`src/rtl/uart_pkg.sv`:
```
// Shared types and constants for the UART receive path (and the future transmitter).
package uart_pkg;

   typedef enum logic [2:0] {
      IDLE,
      START,
      DATA,
      STOP,
      BREAK
   } state_t;

   localparam int unsigned OVERSAMPLE = 16;

   // Clocks per oversampling tick, rounded to nearest; never returns 0.
   function automatic int unsigned calc_div(input int unsigned clk_hz, input int unsigned baud);
      int unsigned d;
      d = (clk_hz + baud * 8) / (baud * 16);
      return (d == 0) ? 1 : d;
   endfunction

endpackage

```
`src/rtl/baud_tick_gen.sv`:
```
// Free-running oversampling tick generator: one-cycle tick every DIV clocks, restartable by clear.
module baud_tick_gen #(
   parameter int unsigned DIV = 27
) (
   input  logic clock,
   input  logic reset,
   input  logic clear,
   output logic tick
);

   localparam int unsigned DIV_I = (DIV == 0) ? 1 : DIV;
   localparam int unsigned W     = (DIV_I > 1) ? $clog2(DIV_I) : 1;
   localparam logic [W-1:0] LAST = W'(DIV_I - 1);

   logic [W-1:0] cnt;

   always_ff @(posedge clock) begin
      if (reset || clear)
         cnt <= '0;
      else if (cnt == LAST)
         cnt <= '0;
      else
         cnt <= cnt + 1'b1;
   end

   assign tick = (cnt == LAST);

endmodule

```
`src/rtl/uart_rx.sv`:
```
// 8N1 UART receiver: 2-FF synchronizer, 16x oversampling, mid-bit sampling, framing-error detection.
module uart_rx
   import uart_pkg::*;
#(
   parameter int unsigned CLK_HZ     = 50000000,
   parameter int unsigned BAUD       = 115200,
   parameter int unsigned OVERSAMPLE = uart_pkg::OVERSAMPLE
) (
   input  logic       clock,
   input  logic       reset,
   input  logic       rxd,
   output logic [7:0] data,
   output logic       valid,
   output logic       frame_err,
   output logic       busy
);

   localparam int unsigned DIV       = calc_div(CLK_HZ, BAUD);
   localparam logic [3:0]  LAST_TICK = 4'(OVERSAMPLE - 1);
   localparam logic [3:0]  MID_TICK  = 4'(OVERSAMPLE / 2 - 1);

   logic       sync1, rxs;
   logic       tick, clear;
   state_t     state, state_n;
   logic [3:0] tick_cnt, tick_cnt_n;
   logic [2:0] bit_idx, bit_idx_n;
   logic [7:0] sr, sr_n, data_n;
   logic       valid_n, frame_err_n;

   always_ff @(posedge clock) begin
      if (reset) begin
         sync1 <= 1'b1;
         rxs   <= 1'b1;
      end else begin
         sync1 <= rxd;
         rxs   <= sync1;
      end
   end

   baud_tick_gen #(.DIV(DIV)) u_tick (
      .clock (clock),
      .reset (reset),
      .clear (clear),
      .tick  (tick)
   );

   always_ff @(posedge clock) begin
      if (reset) begin
         state     <= IDLE;
         tick_cnt  <= '0;
         bit_idx   <= '0;
         sr        <= '0;
         data      <= '0;
         valid     <= 1'b0;
         frame_err <= 1'b0;
      end else begin
         state     <= state_n;
         tick_cnt  <= tick_cnt_n;
         bit_idx   <= bit_idx_n;
         sr        <= sr_n;
         data      <= data_n;
         valid     <= valid_n;
         frame_err <= frame_err_n;
      end
   end

   always_comb begin
      state_n     = state;
      tick_cnt_n  = tick ? tick_cnt + 4'd1 : tick_cnt;
      bit_idx_n   = bit_idx;
      sr_n        = sr;
      data_n      = data;
      valid_n     = 1'b0;
      frame_err_n = 1'b0;
      clear       = 1'b0;
      case (state)
         IDLE: begin
            tick_cnt_n = '0;
            if (!rxs) begin
               clear   = 1'b1;
               state_n = START;
            end
         end
         START: begin
            if (tick && tick_cnt == MID_TICK) begin
               tick_cnt_n = '0;
               bit_idx_n  = '0;
               state_n    = rxs ? IDLE : DATA;
            end
         end
         DATA: begin
            // tick_cnt wraps 15->0 on its own between data bits
            if (tick && tick_cnt == LAST_TICK) begin
               sr_n      = {rxs, sr[7:1]};
               bit_idx_n = bit_idx + 3'd1;
               if (bit_idx == 3'd7) begin
                  tick_cnt_n = '0;
                  state_n    = STOP;
               end
            end
         end
         STOP: begin
            if (tick && tick_cnt == LAST_TICK) begin
               tick_cnt_n = '0;
               if (rxs) begin
                  data_n  = sr;
                  valid_n = 1'b1;
                  state_n = IDLE;
               end else begin
                  frame_err_n = 1'b1;
                  state_n     = BREAK;
               end
            end
         end
         BREAK: begin
            if (rxs) begin
               tick_cnt_n = '0;
               state_n    = IDLE;
            end
         end
         default: state_n = IDLE;
      endcase
   end

   assign busy = (state != IDLE);

endmodule

```
`config.mk`:
```
export PLATFORM = sky130hd
export DESIGN_NAME = uart_rx
export DESIGN_NICKNAME = d
export VERILOG_FILES = /design/src/rtl/uart_pkg.sv /design/src/rtl/baud_tick_gen.sv /design/src/rtl/uart_rx.sv
export SDC_FILE = /design/constraint.sdc
export NUM_CORES = 1
export LEC_CHECK = 0
export ABC_CLOCK_PERIOD_IN_PS = 1800
export CORE_MARGIN = 2
export CORE_UTILIZATION = 60
export CTS_CLUSTER_DIAMETER = 80
export CTS_CLUSTER_SIZE = 8
export DETAILED_ROUTE_END_ITERATION = 16
export DONT_BUFFER_PORTS = 1
export GPL_TIMING_DRIVEN = 1
export PLACE_DENSITY = 0.76
export SYNTH_ARGS = -nofsm -noshare
export SYNTH_HDL_FRONTEND = slang
export SYNTH_SLANG_ARGS = --single-unit
```
`constraint.sdc`:
```
create_clock -name clock -period 1.8 [get_ports clock]
set_clock_uncertainty 0.05 [all_clocks]
set_input_delay 0.36 -clock clock [delete_from_list [all_inputs] [get_ports clock]]
set_output_delay 0.36 -clock clock [all_outputs]
set_load 0.005 [all_outputs]
```
Word level (Yosys, flattened, before mapping):

Cells that the tools add are included.

* muxes and demuxes: 22
* add/sub/neg operators: 3
* reduce and logical (&&, ||, !) cells: 12
* bitwise logic cells: 2
* equality and inequality tests: 14

Operator list (number)
* 3-bit two-way mux: 9
* 4-bit two-way mux: 6
* 4-bit case mux with 5 select lines: 1
* 3-bit case mux with 5 select lines: 1
* 2-bit != test, second input constant: 6
* 3-bit by 2-bit equality test with 1-bit output, second input constant: 2
* 3-bit equality test, second input constant: 2
* 3-bit case mux with 2 select lines: 1
* 3-bit AND reduction: 2
* 6-bit AND reduction: 1
* 5-bit by 1-bit adder with 5-bit output, second input constant: 1
* 5-bit equality test, second input constant: 1
* 4-bit by 1-bit adder with 4-bit output, second input constant: 1
* 4-bit by 3-bit equality test with 1-bit output, second input constant: 1
* 4-bit equality test, second input constant: 1
* 3-bit by 1-bit adder with 3-bit output, second input constant: 1
* 3-bit by 1-bit equality test with 1-bit output, second input constant: 1
* 3-bit logical NOT: 1
* 1-bit two-way mux: 3
* 3-bit nonzero test: 1
* 3-bit OR reduction: 1
* 1-bit logical AND: 2
* 2-bit two-way mux: 1
* 1-bit NOT: 2
* 4 further kinds: 4

* output and inout port bits: 11
* bits in registers: 35
* input port bits: 3
* logic and storage cells: 63

Depth between registers and ports, before layout:

* word-level depth: 5
* gate-level depth with buffers: 8
* mapped depth without buffers: 7

Modules after synthesis:

From an unflattened synthesis, not the netlist that was laid out.

* cell total of the unflattened synthesis: 152
* area total of the unflattened synthesis: 1470.2 µm²

Modules (own cells, without submodules)
* uart_rx: cells an instance 132, area an instance 1265.0 µm², times used 1, seq. area each 600.6 µm²
* baud_tick_gen: cells an instance 20, area an instance 205.2 µm², times used 1, seq. area each 100.1 µm²

Worst setup path before layout:

Ideal clock, no wire load.

* kind: register -> register
* from: register u_tick.cnt[0]
* to: register bit_idx[0]
* stages on the path, launching flop included: 9
* arrival: 1.452 ns
* clock period less this slack: 1.630 ns
* setup time: 0.128 ns
* path slack: 0.170 ns
* buffers on the path: 1
* data required time: 1.622 ns
* cell sequence: dfxtp_1 -> inv_1 -> ha_1 -> and4b_1 -> buf_6 -> nand3_4 -> or3_4 -> mux2i_1 -> nor2_1

* longest elaborated chain between the ends: 4
* elaborated cells between the ends (all ways): 6
* classes of those cells: 3 x eq/ne; 3 x reduce/logical

Ends and longest elaborated chain
* from (decl): RTL line baud_tick_gen.sv:15 `logic [W-1:0] cnt;`
* from (signal assigned): RTL line baud_tick_gen.sv:23 `cnt <= cnt + 1'b1;`
* 5-bit equality test (*): RTL line baud_tick_gen.sv:26 `assign tick = (cnt == LAST);`
* 1-bit logical AND (on tied branches): RTL line uart_rx.sv:93, uart_rx.sv:85
* 2-bit != test (no source line)
* 3-bit AND reduction (no source line) (*)
* to (signal assigned): RTL line uart_rx.sv:59 `bit_idx <= bit_idx_n;`
* to (decl): RTL line uart_rx.sv:26 `logic [2:0] bit_idx, bit_idx_n;`

Every way passes the cells marked *; elsewhere a longest branch is shown, timed or not.
A chain may end at the register's enable or synchronous reset.

Final worst setup path:

* from: register tick_cnt[0]
* to: register data[0]

* longest elaborated chain between the ends: 3

Ends and longest elaborated chain
* from (decl): RTL line uart_rx.sv:25 `logic [3:0] tick_cnt, tick_cnt_n;`
* from (signal assigned): RTL line uart_rx.sv:58 `tick_cnt <= tick_cnt_n;`
* 4-bit equality test: RTL line uart_rx.sv:103 `if (tick && tick_cnt == LAST_TICK) begin`
* 1-bit logical AND: RTL line uart_rx.sv:103
* 3-bit AND reduction (no source line)
* to (signal assigned): RTL line uart_rx.sv:61 `data <= data_n;`
* to (decl): RTL line uart_rx.sv:12 `output logic [7:0] data,`

Every way passes these cells.

==> impl_metrics.csv <==
group,metric,value,unit
timing,fin_setup_tns,0,ns
outcome,status,"complete, no violations",
floorplanning,fp.coreArea,2410,µm²
critical_path,crit_type,"reg2reg",
clock_network,tritoncts,"built",
route,wirelength,2660,µm
flow_run,cap_violations,0,
critical_path,startpoint,"tick_cnt[0]$_SDFF_PP0_",
final_layout,nets,174,
logic_synthesis,synth_top_area_cell,"dfxtp_1",
timing,min_period,1.68,ns
timing,clock.fmax,0.594,GHz
placed_design,io_buffers,0,
route,drc,0,
timing,period_share,93.5,%
power_and_ir_drop,power.density,771,nW/µm²
logic_synthesis,syn_area_per_cell,9.56,µm²
critical_path,crit_path_end_kind,"register",
global_routing,grt_pass1_vias,976,
route,drtIter0Drc,26,
clock_network,cts_root_buf,"clkbuf_4",
route,vias,1117,
placed_design,gp_congestion,0.809,
clock_network,cts_setup_buffers,0,
clock_network,cts_buffers,5,
logic_synthesis,syn_area,1490,µm²
critical_path,cp_data_required_time,1.99,ns
route,drt-vias-per-instance,5.67,
power_and_ir_drop,max-vdd-ir-drop,0.709,mV
clock_network,clk_pin_slew,0.11,ns
logic_synthesis,synth_common_cells,"dfxtp_1, nor2_1, mux2i_1",
clock_network,cts-htree-levels,2,
timing,slew_headroom,74.9,%
logic_synthesis,netlist_top_cells_area,"dfxtp_1, mux2i_1, nor2_1, ha_1, xor2_1",
logic_synthesis,synth_ff_type,"dfxtp_1",
final_layout,area_delta_synth_final,9.31,%
timing,hold_ws,0.0237,ns
placed_design,dpl.hpwl,1900,µm
final_layout,utilization,67.7,%
critical_path,reg2reg_from,"tick_cnt[0]$_SDFF_PP0_",
logic_synthesis,synth-edff-count,0,
worst_hold_path,min_from,"reset",
clock_network,clockBufferDepth,2,
logic_synthesis,syn_inst,156,
timing,setup_viol,0,
route,drtPass1Iterations,4,
critical_path,r2r_slack,0.12,ns
global_routing,grt_pass1_wl,4310,µm
floorplanning,start_util,61.9,%
critical_path,cp-start-kind,"register",
logic_synthesis,synth-async-reset-ratio,0,%
critical_path,reg2reg_to,"data[0]$_SDFFE_PP0P_",
logic_synthesis,ys_seq_area_share,47.0,%
floorplanning,dieArea,2900,µm²
global_routing,antenna_found_initial,0,
floorplanning,io_pins,14,
timing,grt_setup_unrepaired,"true",
critical_path,endpoint,"data[0]$_SDFFE_PP0P_",
clock_network,clk-insertion-delay-late,0.34,ns
floorplanning,rows,18,
global_routing,overflow,0,
final_layout,multiInputGateArea,733,µm²
critical_path,critPathArrivalTime,1.88,ns
timing,hold_violations,0,
floorplanning,die_h,53.9,µm
floorplanning,fp.dieW,53.9,µm
route,wl_per_cell,13.5,µm
critical_path,critPathMaxFanout,8,
final_layout,n_fill_cell,185,
clock_network,cts_resized,0,
worst_hold_path,hp-class,"in2reg",
logic_synthesis,yosys.area.top_type_share,47.0,%
global_routing,grtUsageTotal,21.4,%
logic_synthesis,yosys_register_bits,35,
route,ant_nets,0,
power_and_ir_drop,p_leak,0.677,nW
final_layout,register_area,701,µm²
logic_synthesis,yosys.cell_types.count,34,
logic_synthesis,ys_warn_count,0,
global_routing,grt_max_degree,29,
logic_synthesis,yosysMostFrequentCell,"dfxtp_1",
final_layout,layout-drive-gt1-share,13.8,%
clock_network,clock-sinks,35,
final_layout,insertedDiodeCount,0,
logic_synthesis,synth_fp_nets,164,
timing,maxSlewViolCount,0,
critical_path,rr_worst_depth,6,
timing,worstMarginPinSlew,0.376,ns
-- cells by family after synthesis --
| kind of cell | after synthesis | share of synthesized area, % |
|---|---|---|
| and+or+nand+nor | 67 | 23.7 |
| adders and majority gates | 5 | 4.19 |
| buffers and inverters | 10 | 3.86 |
| DFF | 35 | 47.0 |
| muxes | 18 | 12.1 |
| xor gates and xnor gates | 6 | 3.52 |
| AOI/OAI and AO/OA | 15 | 5.62 |
-- power by group --
| part | switching, mW | internal (mW) | leakage [nW] |
|---|---|---|---|
| combinational | 0.0193 | 0.0182 | 0.366 |
| sequential | 0.0111 | 0.783 | 0.283 |
| clock | 0.275 | 0.149 | 0.0272 |
-- routing by layer --
metal / share of wire (%) / vias up / global-route usage, %
met4: 2.1 / 0 / 11.5
met3: 3.7 / 5 / 7.50
met1: 44 / 534 / 27.4
li1: - / 563 / -
met5: 0 / - / 0
met2: 50 / 15 / 31.3
-- repair_timing --
action / 4_1_cts / 5_1_grt
endpoints found under the setup margin: 0 / 1
hold buffers: 1 / 2
endpoints found under the hold margin: 1 / 10
-- cell usage in the layout (no fill, tap or decap) --
cell            n
a211oi_1        1
a21boi_0        1
a21oi_1         6
a32oi_1         1
and2_1          1
and3_2          1
and4b_1         1
buf_4           9
clkbuf_4        5
clkinv_2        1
clkinvlp_4      2
dfxtp_1        35
dlygate4sd3_1   3
ha_1            5
inv_1           1
mux2i_1        18
nand2_1         6
nand2b_1        3
nand3_1         5
nand3_4         1
nand3b_1        1
nand4_1         3
nand4_2         1
nand4b_1        1
nor2_1         29
nor2b_1         3
nor3_1          4
nor3b_1         2
nor4_1          1
o21ai_0         5
o21ai_1         1
or2_2           2
or3_1           1
or3_4           1
xnor2_1         2
xor2_1          4
-- final cells by class --
class | instances | share of cell area [%]
inverter | 1 | 0.230
clock inverter | 3 | 1.23
timing repair buffer | 12 | 5.99
clock buffer | 5 | 2.30
multi-input combinational | 111 | 45.0
tap | 30 | 2.30
sequential | 35 | 43.0
-- critical path, stage by stage (launching register included) --
cell and delay [ns]:
dfxtp_1 0.39, ha_1 0.20, nand3_1 0.11, nor2_1 0.16, nand4_2 0.34, mux2i_1 0.28
nor2_1 0.06
-- through the flow --
stage	setup slack [ns]	instance area, µm²	cells	total power, mW
floorplan	0.170	1490	156	0.840
global placement	0.178	1540	186	0.837
detailed placement	0.115	1540	186	0.841
CTS	0.0901	1610	195	1.26
global route	-0.0287	1630	197	1.31
finish	0.116	1630	197	1.26
-- registers in the layout, indices dropped and copies added, names as in the netlist --
signal	flops
state	3
frame_err	1
tick_cnt	4
sync1	1
sr	8
bit_idx	3
rxs	1
u_tick.cnt	5
data	8
valid	1
-- worst min-delay path by stage --
stage	end	slack [ns]	cells past startpoint
3_3_place_gp	rxs$_SDFF_PP1_	0.34	1
4_1_cts	sr[7]$_SDFFE_PP0P_	0.004	1
5_1_grt	bit_idx[1]$_SDFFE_PP0P_	0.003	1
2_1_floorplan	rxs$_SDFF_PP1_	0.34	1
6_report	bit_idx[1]$_SDFFE_PP0P_	0.02	1
3_5_place_dp	rxs$_SDFF_PP1_	0.36	1
Note: power is estimated with default switching activity, not from simulation.
